File: src/rtl/memory_stage.sv
// Pipeline memory stage: E/M register, single-access load/store FSM over a ready bus, M/W register.
// Optional misaligned-access trap enabled by defining MEM_STAGE_ALIGN_CHECK_EN.
module memory_stage (
  input  logic        clk,
  input  logic        rst,
  input  logic [31:0] alu_out_e,
  input  logic [31:0] write_data_e,
  input  logic [4:0]  write_reg_e,
  input  logic        reg_write_e,
  input  logic        mem_to_reg_e,
  input  logic        mem_write_e,
  input  logic        branch_e,
  output logic        dmem_req,
  output logic        dmem_we,
  output logic [31:0] dmem_addr,
  output logic [31:0] dmem_wdata,
  input  logic [31:0] dmem_rdata,
  input  logic        dmem_ready,
  output logic        stall_m,
  output logic        branch_m,
  output logic [31:0] result_w,
  output logic [4:0]  write_reg_w,
  output logic        reg_write_w,
  output logic        addr_err_w
);

  typedef enum logic {IDLE, WAIT} state_t;

  state_t      state_q, state_d;
  logic [31:0] alu_out_m_q, alu_out_m_d;
  logic [31:0] write_data_m_q, write_data_m_d;
  logic [4:0]  write_reg_m_q, write_reg_m_d;
  logic        reg_write_m_q, reg_write_m_d;
  logic        mem_to_reg_m_q, mem_to_reg_m_d;
  logic        mem_write_m_q, mem_write_m_d;
  logic        branch_m_q, branch_m_d;
  logic [31:0] result_w_q, result_w_d;
  logic [4:0]  write_reg_w_q, write_reg_w_d;
  logic        reg_write_w_q, reg_write_w_d;
  logic        mem_op;
  logic        misaligned;
  logic        load_sel;

  assign mem_op = mem_write_m_q | mem_to_reg_m_q;

`ifdef MEM_STAGE_ALIGN_CHECK_EN
  logic addr_err_w_q, addr_err_w_d;

  assign misaligned   = mem_op & (alu_out_m_q[1:0] != 2'b00);
  assign addr_err_w_d = misaligned & ~stall_m;
  assign addr_err_w   = addr_err_w_q;

  always_ff @(posedge clk or posedge rst) begin
    if (rst) addr_err_w_q <= 1'b0;
    else     addr_err_w_q <= addr_err_w_d;
  end
`else
  assign misaligned = 1'b0;
  assign addr_err_w = 1'b0;
`endif

  // A store takes priority when both memory control bits are set.
  assign load_sel   = mem_to_reg_m_q & ~mem_write_m_q & ~misaligned;
  assign dmem_we    = mem_write_m_q;
  assign dmem_addr  = alu_out_m_q;
  assign dmem_wdata = write_data_m_q;
  assign branch_m   = branch_m_q;

  always_comb begin
    state_d  = state_q;
    dmem_req = 1'b0;
    stall_m  = 1'b0;
    case (state_q)
      IDLE: begin
        if (mem_op && !misaligned) begin
          dmem_req = 1'b1;
          if (!dmem_ready) begin
            stall_m = 1'b1;
            state_d = WAIT;
          end
        end
      end
      WAIT: begin
        dmem_req = 1'b1;
        stall_m  = ~dmem_ready;
        if (dmem_ready) state_d = IDLE;
      end
      default: state_d = IDLE;
    endcase
  end

  always_comb begin
    alu_out_m_d    = alu_out_m_q;
    write_data_m_d = write_data_m_q;
    write_reg_m_d  = write_reg_m_q;
    reg_write_m_d  = reg_write_m_q;
    mem_to_reg_m_d = mem_to_reg_m_q;
    mem_write_m_d  = mem_write_m_q;
    branch_m_d     = branch_m_q;
    result_w_d     = result_w_q;
    write_reg_w_d  = write_reg_w_q;
    reg_write_w_d  = 1'b0;
    if (!stall_m) begin
      alu_out_m_d    = alu_out_e;
      write_data_m_d = write_data_e;
      write_reg_m_d  = write_reg_e;
      reg_write_m_d  = reg_write_e;
      mem_to_reg_m_d = mem_to_reg_e;
      mem_write_m_d  = mem_write_e;
      branch_m_d     = branch_e;
      result_w_d     = load_sel ? dmem_rdata : alu_out_m_q;
      write_reg_w_d  = write_reg_m_q;
      reg_write_w_d  = reg_write_m_q & ~misaligned;
    end
  end

  always_ff @(posedge clk or posedge rst) begin
    if (rst) begin
      state_q        <= IDLE;
      alu_out_m_q    <= '0;
      write_data_m_q <= '0;
      write_reg_m_q  <= '0;
      reg_write_m_q  <= 1'b0;
      mem_to_reg_m_q <= 1'b0;
      mem_write_m_q  <= 1'b0;
      branch_m_q     <= 1'b0;
      result_w_q     <= '0;
      write_reg_w_q  <= '0;
      reg_write_w_q  <= 1'b0;
    end else begin
      state_q        <= state_d;
      alu_out_m_q    <= alu_out_m_d;
      write_data_m_q <= write_data_m_d;
      write_reg_m_q  <= write_reg_m_d;
      reg_write_m_q  <= reg_write_m_d;
      mem_to_reg_m_q <= mem_to_reg_m_d;
      mem_write_m_q  <= mem_write_m_d;
      branch_m_q     <= branch_m_d;
      result_w_q     <= result_w_d;
      write_reg_w_q  <= write_reg_w_d;
      reg_write_w_q  <= reg_write_w_d;
    end
  end

  assign result_w    = result_w_q;
  assign write_reg_w = write_reg_w_q;
  assign reg_write_w = reg_write_w_q;

endmodule

File: config.mk
export PLATFORM = sky130hd
export DESIGN_NAME = memory_stage
export DESIGN_NICKNAME = d
export VERILOG_FILES = /design/src/rtl/memory_stage.sv
export SDC_FILE = /design/constraint.sdc
export NUM_CORES = 1
export LEC_CHECK = 0
export ABC_AREA = 1
export CAP_MARGIN = 20
export CELL_PAD_IN_SITES_DETAIL_PLACEMENT = 1
export CELL_PAD_IN_SITES_GLOBAL_PLACEMENT = 2
export CORE_MARGIN = 1.5
export CORE_UTILIZATION = 25
export CTS_CLUSTER_DIAMETER = 60
export CTS_CLUSTER_SIZE = 24
export DETAILED_ROUTE_END_ITERATION = 10
export PLACE_DENSITY_LB_ADDON = 0.1
export SLEW_MARGIN = 20
export SYNTH_ARGS = -nofsm -noshare
export SYNTH_HDL_FRONTEND = slang
export SYNTH_SLANG_ARGS = --single-unit
File: constraint.sdc
create_clock -name clk -period 10.57 [get_ports clk]
set_clock_uncertainty 0.2 [all_clocks]
set_input_delay 2.114 -clock clk [delete_from_list [all_inputs] [get_ports clk]]
set_output_delay 2.114 -clock clk [all_outputs]
set_load 0.02 [all_outputs]
# Yosys cells after proc, flatten, opt, wreduce, memory -nomap -nowiden
# Cells that the tools add are included.
# classes
mux	8
bitwise_logic	5
# op_table
cell	count
$mux 32	1
$pmux 1 s2	3
$mux 1	4
$not 1->1	3
$and 1x1->1	1
$or 1x1->1	1
# totals
regBits	112

# Longest topological paths before layout
# Gate-level depths: netlist (run 1).
# depth
word_depth	4
ltp_mapped	8
ltp_nobuf	6

# Least setup slack after synthesis (run 1)
# Ideal clock, no wire load.
# synth_timing
kind	in2out
start	in dmem_ready
end	out stall_m
t_arrival_ps	2561
required_ps	8256
setup_slack_ps	5695
cell_stages	4
path_buffers	1
cell_sequence	inv_1 -> nand2_2 -> buf_6 -> inv_1
# synth_via
elab_chain_len	3
word_cells_on_any_way	4
classes_between	mux: 3; bitwise: 1
# synth_lines
item	line_no	text
start: declaration	18	input logic dmem_ready,
$mux 1	77	if (!dmem_ready) begin
$mux 1	75	if (mem_op && !misaligned) begin
$pmux 1 s2 *	73	case (state_q)
end: declaration	19	output logic stall_m,
# Every way passes the cells marked *; elsewhere a longest branch is shown, timed or not.

# Worst setup path in the final report (run 1)
# Ends and elaborated chain as after synthesis.

==> reports/qor.yml, run 1 <==
dp_hpwl_mm: 11.1
rows: 51
fin_crit_ns: 6.31
period_share: 0.597
clk_latency_ns: 0.35
vias: 4756
drtIter0Drc: 235
drive_gt1_frac: 0.0344
port_buffers: 213
fin_nets: 889
critPathMaxStageDelay_ns: 0.55
ir_drop_uv: 74.1
drv_slew: 0
area_delta_synth_final_pct: 52.1
routed_wl_mm: 17.4
endpoint_kind: "primary output"
crit_family: "buffers and inverters"
cts_sinks: 112
worstPathRequired_ns: 8.26
worstMarginPinSlew_ns: 1.00
cts_setup_buffers: 0
path_buf_inv: 4
cellPowerDensity_mw_per_mm2: 178
cts_max_level: 3
numCtsBuffers: 9
dr.pass1.iters: 4
die_h_um: 143
power_leakage_nw: 3.63
core_mm2: 0.0193
critPathSlowestCell: "clkdlybuf4s50_1"
holdBufCountCts: 0
avgViaCountPerCell: 4.52
dpl_cell_area_mm2: 0.00716
antenna_left: 0
synth_area_mm2: 0.00491
grt_pass1_wl_mm: 27.1
fmax_mhz: 159
post-place-ws_ns: 4.22
hp-class: "reg -> reg"
overflow: 0
crit_top_cell: "clkdlybuf4s50_1"
worstPathCellList: "clkdlybuf4s50_1, clkinv_2, nand2_4, inv_1, clkdlybuf4s50_1"
grt_pass1_vias: 5086
die_w_um: 143
grt_max_degree: 95
layout_common_cells: "nand2_1, clkdlybuf4s50_1, nand3_1"
syn_inst: 597
io_pins: 215
outcome: "complete, no violations"
rsz0062_at_grt: "no"
final_area_mm2: 0.00747
yosysWarnings: 0
initial_core_util: 0.254
wl_per_cell_um: 16.5
rrSetupSlack_ns: 8.03
yosysSeqAreaShare: 0.571
fin_tns_setup_ns: 0
drc: 0
ys_types: 13
synth-seq-cells: 112
antenna_found_initial: 1
cp_data_arrival_time_ns: 3.99
critPathLaunchType: "input port"
place_congestion: 0.715
utilization: 0.386
syn_nets: 705
maxSlewHeadroom: 0.332
cts.clk_slew.worst_paths_ns: 0.07
final_common_cell: "nand2_1"
fin_ws_ns: 4.26
cts_root_buf: "clkbuf_16"
cts_tree: "built"
setup_viol: 0
max-clock-path-buffers: 2
n_fill_cell: 2294
grt_usage: 0.171
crit_path_max_fanout: 30
avgSynthCellArea_um2: 8.23
timing.max_cap.violations: 0
die_area_mm2: 0.0205
path_class: "in -> out"
hold_violations: 0
ctsResizeCount: 0
==> state kept, by name, indices dropped and copies added, names as in the netlist <==
register / flops
write_reg_m_q: 5
dmem_wdata: 32
reg_write_m_q: 1
dmem_addr: 32
write_reg_w: 5
reg_write_w: 1
state_q: 1
mem_to_reg_m_q: 1
branch_m: 1
result_w: 32
dmem_we: 1
==> cell type report <==
| class | instances | area (um^2) | share of cell area |
|---|---|---|---|
| diodes | 1 | 2.50 | 0.000335 |
| clock buffers | 12 | 256 | 0.0343 |
| clock inverters | 4 | 51.3 | 0.00687 |
| inverters | 6 | 26.3 | 0.00352 |
| multi-input cells | 432 | 1820 | 0.243 |
| flip-flops and latches | 112 | 2800 | 0.375 |
| well taps | 265 | 332 | 0.0444 |
| repair buffers | 220 | 2180 | 0.292 |
==> stage by stage <==
step                      hold slack (ns)  total power [W]  cells
after floorplan                     0.243         0.000760    597
after global placement              0.252         0.000977   1035
after detailed placement            0.258         0.000985   1035
after CTS                           0.280          0.00135   1051
after global routing                0.315          0.00141   1052
final                               0.282          0.00133   1052
==> path summary, 6_finish.rpt <==
path,from,end,cells past startpoint
worst max register to register,dmem_we,dmem_addr[17],6
worst min-delay path,write_reg_m_q[1],write_reg_w[1],2
worst max-delay path,dmem_ready,stall_m,5
worst min register to register,write_reg_m_q[1],write_reg_w[1],2
max in group asynchronous,rst,dmem_wdata[0],3
min in group asynchronous,rst,dmem_wdata[8],2
==> tightest hold or removal path, cell delays in order (launching register included) <==
cell and delay [ns]:
dfrtp_1 0.35, nand2_1 0.05, nand2_1 0.05
==> logic make-up (layout without fill, tap and decap cells) <==
group | Yosys count | count (layout) | share of synthesized area
buffers and inverters | 53 | 242 | 0.0619
flip-flops | 112 | 112 | 0.571
other | 1 | 2 | 0.000763
AND/OR/NAND/NOR | 431 | 431 | 0.367
==> cell usage after synthesis, drive strengths merged <==
library cell,instances,area (um^2)
inv,6,22.5
dfrtp,112,2800
conb,1,3.75
buf,41,259
nand3,141,706
nand2,288,1090
clkbuf,6,22.5
nor2,2,10.0
==> routing by layer <==
metal,GRT usage,up-vias,share of wire
met3,0.0563,12,0.083
met2,0.285,134,0.47
met1,0.207,2349,0.43
met5,0,-,0
li1,-,2261,-
met4,0.0553,0,0.011
==> report_power, final <==
part	total (W)	internal [W]	switching, W
clock	0.000362	0.000198	0.000165
combinational	0.000429	0.000191	0.000238
sequential	0.000541	0.000496	0.0000448
total	0.00133	0.000885	0.000448
Note: power is estimated with default switching activity, not from simulation.
==> inputs of run 2 (changes only) <==
Settings changed: CORE_UTILIZATION 25 to 23.
Clock period 10.57 ns to 6.5 ns, I/O delays scaled along.
==> reports/qor.yml, run 2 (synthesis gave the netlist of run 1 again) <==
combPwrFrac: 0.326  # was 0.322
grt_max_degree: 81  # was 95
cts_max_level: 3  # unchanged
max-clock-path-buffers: 2  # unchanged
port_buffers: 213  # unchanged
dp_hpwl_mm: 11.1  # about the same
path_class: "in -> out"  # unchanged
grt_pass1_vias: 5059  # was 5086
crit_start: "dmem_ready"  # unchanged
fmax_mhz: 187
outcome: "complete, no violations"  # unchanged
hp-class: "reg -> reg"  # unchanged
fin_tns_setup_ns: 0  # unchanged
intPower_w: 0.00140  # was 0.000885 W
initial_core_util: 0.234  # was 0.254
die_h_um: 149  # was 143 um
rr_worst_depth: 6  # unchanged
dr.pass1.iters: 4  # unchanged
grt_usage: 0.162  # was 0.171
hold_violations: 0  # unchanged
die_area_mm2: 0.0222  # was 0.0205 mm^2
cts_tree: "built"  # unchanged
ctsResizeCount: 0  # unchanged
regArea_mm2: 0.00280  # unchanged
antenna_left: 0  # unchanged
worstMarginPinSlew_ns: 0.840  # was 1.00 ns
io_pins: 215  # unchanged
endpoint_kind: "primary output"  # unchanged
multi_input_area_mm2: 0.00182  # unchanged
routed_wl_mm: 17.6  # was 17.4 mm
power_leakage_nw: 3.63  # about the same
p_clk_frac: 0.265  # was 0.272
grt_pass1_wl_mm: 27.8  # was 27.1 mm
layout_common_cells: "nand2_1, clkdlybuf4s50_1, nand3_1"  # unchanged
crit_end: "stall_m"  # unchanged
overflow: 0  # unchanged
maxSlewHeadroom: 0.440  # was 0.332
cts_sinks: 112  # unchanged
worstPathRequired_ns: 5.00  # was 8.26 ns
core_mm2: 0.0210  # was 0.0193 mm^2
rr_endpoint: "dmem_addr[2]"  # was dmem_addr[17]
p_sw_frac: 0.346  # was 0.336
ir_drop_uv: 120  # was 74.1 uV
area_delta_synth_final_pct: 52.0  # was 52.1%
drc: 0  # unchanged
vias: 4697  # was 4756
holdBufCountCts: 0  # unchanged
rows: 53  # was 51
wl_per_cell_um: 16.6  # was 16.5 um
die_w_um: 149  # was 143 um
critPathLaunchType: "input port"  # unchanged
dp_cells: 1045  # was 1035
cts.clk_slew.worst_paths_ns: 0.07  # about the same
drv_slew: 0  # unchanged
numCtsBuffers: 9  # unchanged
cts_root_buf: "clkbuf_16"  # unchanged
period_share: 0.822
clk_latency_ns: 0.36  # was 0.35 ns
worstReg2RegStart: "dmem_we"  # unchanged
cts_setup_buffers: 0  # unchanged
place_congestion: 0.741  # was 0.715
antennaDiodeCount: 0  # was 1
n_fill_cell: 2466  # was 2294
final_common_cell: "nand2_1"  # unchanged
fin_crit_ns: 5.34
crit_path_max_fanout: 51  # was 30
p_sw_w: 0.000740  # was 0.000448 W
cp_data_arrival_time_ns: 3.84  # was 3.99 ns
drive_gt1_frac: 0.0356  # was 0.0344
rsz0062_at_grt: "no"  # unchanged
fin_nets: 889  # unchanged
instances_no_fill: 1061  # was 1052
drtIter0Drc: 197  # was 235
avgViaCountPerCell: 4.43  # was 4.52
setup_viol: 0  # unchanged
timing.max_cap.violations: 0  # unchanged
antenna_found_initial: 0  # was 1
rrSetupSlack_ns: 3.66  # was 8.03 ns
cellPowerDensity_mw_per_mm2: 287  # was 178 mW/mm^2
power_frac_seq: 0.410  # was 0.406
## run 2: cell count changes in the layout (fill, tap and decap cells not counted)
cell,previous run,this run
diode_2,1,0
bufinv_16,1,0
inv_4,1,0
clkinvlp_4,1,0
inv_6,1,2
clkbuf_1,1,0
clkinv_4,0,3
## run 2: worst min-delay path by stage
stage,to,slack [ns],from,cells after the start
2_1_floorplan,write_reg_w[0],0.24,write_reg_m_q[0],2
3_3_place_gp,write_reg_w[1],0.25,write_reg_m_q[1],2
3_5_place_dp,write_reg_w[0],0.27,write_reg_m_q[0],2
4_1_cts,write_reg_w[0],0.29,write_reg_m_q[0],2
5_1_grt,write_reg_w[0],0.32,write_reg_m_q[0],2
6_report,write_reg_w[0],0.28,write_reg_m_q[0],2
## run 2: power by group through the flow
stage / Clock (W) / Sequential (W) / Combinational (W)
floorplan: 0 / 0.00101 / 0.000225
global placement: 0 / 0.000888 / 0.000703
finish: 0.000567 / 0.000878 / 0.000697
CTS: 0.000584 / 0.000880 / 0.000712
detailed placement: 0 / 0.000891 / 0.000710
global route: 0.000618 / 0.000897 / 0.000762
## run 2: worst max-delay path: stages
cell and delay (ns):
clkdlybuf4s50_1 0.47, clkinv_2 0.60, nand2_4 0.67, inv_1 0.16, clkdlybuf4s50_1 0.58
## run 2: stage by stage
| stage | setup slack [ns] | utilization | cell area, um^2 | total power (W) | hold WS, ns |
|---|---|---|---|---|---|
| 2_1_floorplan | 2.04 | - | 4910 | 0.00124 | 0.243 |
| 3_3_place_gp | 1.16 | 0.342 | 7170 | 0.00159 | 0.252 |
| 3_5_place_dp | 1.10 | 0.342 | 7170 | 0.00160 | 0.268 |
| 4_1_cts | 1.11 | 0.356 | 7470 | 0.00218 | 0.285 |
| 5_1_grt | 0.936 | 0.356 | 7470 | 0.00228 | 0.324 |
| 6_report | 1.16 | 0.356 | 7470 | 0.00214 | 0.277 |
## run 2: cell type report
cell class	instances	share of cell area
inverters	6	0.00385
multi-input cells	432	0.243
clock inverters	5	0.00536
repair buffers	220	0.293
clock buffers	11	0.0338
well taps	275	0.0461
flip-flops and latches	112	0.375
## run 2: routing by layer
| layer | wire length, um | track usage | vias up |
|---|---|---|---|
| li1 | - | - | 2256 |
| met1 | 7690 | 0.201 | 2293 |
| met2 | 8230 | 0.268 | 132 |
| met3 | 1350 | 0.0514 | 16 |
| met4 | 299 | 0.0530 | 0 |
| met5 | 0 | 0 | - |
==> inputs of run 3 (changes only) <==
Clock period 6.5 ns to 5.5 ns, I/O delays scaled along.
==> reports/qor.yml, run 3 (synthesis gave the netlist of run 1 again) <==
drtIter0Drc: 121  # was 197
critPathLaunchType: "input port"  # unchanged
critPathMaxStageDelay_ns: 0.57  # was 0.67 ns
routed_wl_mm: 18.0  # was 17.6 mm
crit_start: "dmem_ready"  # unchanged
cts_sinks: 112  # unchanged
grt_usage: 0.166  # was 0.162
crit_path_max_fanout: 38  # was 51
dp_hpwl_mm: 11.6  # was 11.1 mm
drc: 0  # unchanged
antennaDiodeCount: 0  # unchanged
utilization: 0.356  # about the same
cts_root_buf: "clkbuf_16"  # unchanged
cts.clk_slew.worst_paths_ns: 0.08  # was 0.07 ns
hp-class: "reg -> reg"  # unchanged
fin_crit_ns: 4.03
final_area_mm2: 0.00747  # about the same
numCtsBuffers: 9  # unchanged
post-place-ws_ns: 1.43  # was 1.10 ns
grt_pass1_wl_mm: 28.5  # was 27.8 mm
place_congestion: 0.751  # was 0.741
setup_viol: 0  # unchanged
crit_top_cell: "clkdlybuf4s50_1"  # unchanged
maxSlewHeadroom: 0.460  # was 0.440
highest_layer: "met4"  # unchanged
period_share: 0.733
route.met2.wl_mm: 8.72  # was 8.23 mm
grt_pass1_vias: 5148  # was 5059
die_w_um: 149  # unchanged
wl_met3_mm: 1.45  # was 1.35 mm
max-clock-path-buffers: 2  # unchanged
cellPowerDensity_mw_per_mm2: 337  # was 287 mW/mm^2
drv_slew: 0  # unchanged
critPathSlowestCell: "clkdlybuf4s50_1"  # was nand2_4
worstHoldPathCells: 2  # unchanged
fin_ws_ns: 1.47  # was 1.16 ns
drive_gt1_frac: 0.0381  # was 0.0356
worstPathRequired_ns: 4.20  # was 5.00 ns
drt-met1-wl_mm: 7.56  # was 7.69 mm
port_buffers: 213  # unchanged
whs_endpoint: "write_reg_w[4]"  # was write_reg_w[0]
rrSetupSlack_ns: 2.82  # was 3.66 ns
area_delta_synth_final_pct: 52.1  # was 52.0%
endpoint_kind: "primary output"  # unchanged
antenna_left: 0  # unchanged
grt_max_degree: 75  # was 81
rows: 53  # unchanged
rsz0062_at_grt: "no"  # unchanged
fin_tns_setup_ns: 0  # unchanged
fmax_mhz: 248
clk_latency_ns: 0.35  # was 0.36 ns
layout_common_cells: "nand2_1, clkdlybuf4s50_1, nand3_1"  # unchanged
cp_data_arrival_time_ns: 2.73  # was 3.84 ns
timing.max_cap.violations: 0  # unchanged
final_common_cell: "nand2_1"  # unchanged
power_leakage_nw: 3.63  # about the same
path_class: "in -> out"  # unchanged
ctsResizeCount: 0  # unchanged
initial_core_util: 0.234  # unchanged
io_pins: 215  # unchanged
worstMarginPinSlew_ns: 0.810  # was 0.840 ns
fin_nets: 891  # was 889
hold_violations: 0  # unchanged
worstPathCellList: "clkdlybuf4s50_1, clkinv_2, nand2_4, inv_1, clkdlybuf4s50_1"  # unchanged
worstReg2RegStart: "dmem_we"  # unchanged
vias: 4743  # was 4697
holdBufCountCts: 0  # unchanged
dr.pass1.iters: 4  # unchanged
rr_endpoint: "dmem_wdata[28]"  # was dmem_addr[2]
dpl_cell_area_mm2: 0.00719  # was 0.00717 mm^2
ir_drop_uv: 137  # was 120 uV
rr_worst_depth: 6  # unchanged
avgViaCountPerCell: 4.46  # was 4.43
power_w: 0.00252  # was 0.00214 W
min-delay-start: "write_reg_m_q[4]"  # was write_reg_m_q[0]
cts_tree: "built"  # unchanged
outcome: "complete, no violations"  # unchanged
die_h_um: 149  # unchanged
die_area_mm2: 0.0222  # unchanged
antenna_found_initial: 0  # unchanged
core_mm2: 0.0210  # unchanged
cts_setup_buffers: 0  # unchanged
overflow: 0  # unchanged
wl_per_cell_um: 16.9  # was 16.6 um
cts_max_level: 3  # unchanged
run 3: report_power, final:
group	internal [W]	switching [W]	leakage, nW
Combinational	0.000367	0.000463	2.13
Sequential	0.000953	0.0000856	1.37
Clock	0.000323	0.000324	0.135
run 3: critical path, delay by kind of cell:
family | cells | cell delay [ns]
and+or+nand+nor | 1 | 0.35
buffers and inverters | 4 | 1.28
run 3: worst max path at each step:
stage | to
floorplan | branch_m
global placement | stall_m
detailed placement | stall_m
CTS | stall_m
global route | stall_m
finish | stall_m
run 3: area by class of cell:
cell class              count  area, um^2
repair buffers            222        2200
flip-flops and latches    112        2800
clock buffers              10         239
inverters                   6        26.3
multi-input cells         432        1820
well taps                 275         344
fillers                  2506       13500
clock inverters             6        42.5
run 3: metal layers:
| layer | track usage | vias up |
|---|---|---|
| li1 | - | 2264 |
| met1 | 0.201 | 2323 |
| met2 | 0.281 | 140 |
| met3 | 0.0523 | 16 |
| met4 | 0.0500 | 0 |
| met5 | 0 | - |
run 3: per-stage QoR:
| step | std cells | hold slack, ns |
|---|---|---|
| finish | 1063 | 0.285 |
| global route | 1063 | 0.311 |
| CTS | 1063 | 0.292 |
| detailed placement | 1047 | 0.271 |
| global placement | 1047 | 0.255 |
| floorplan | 597 | 0.243 |
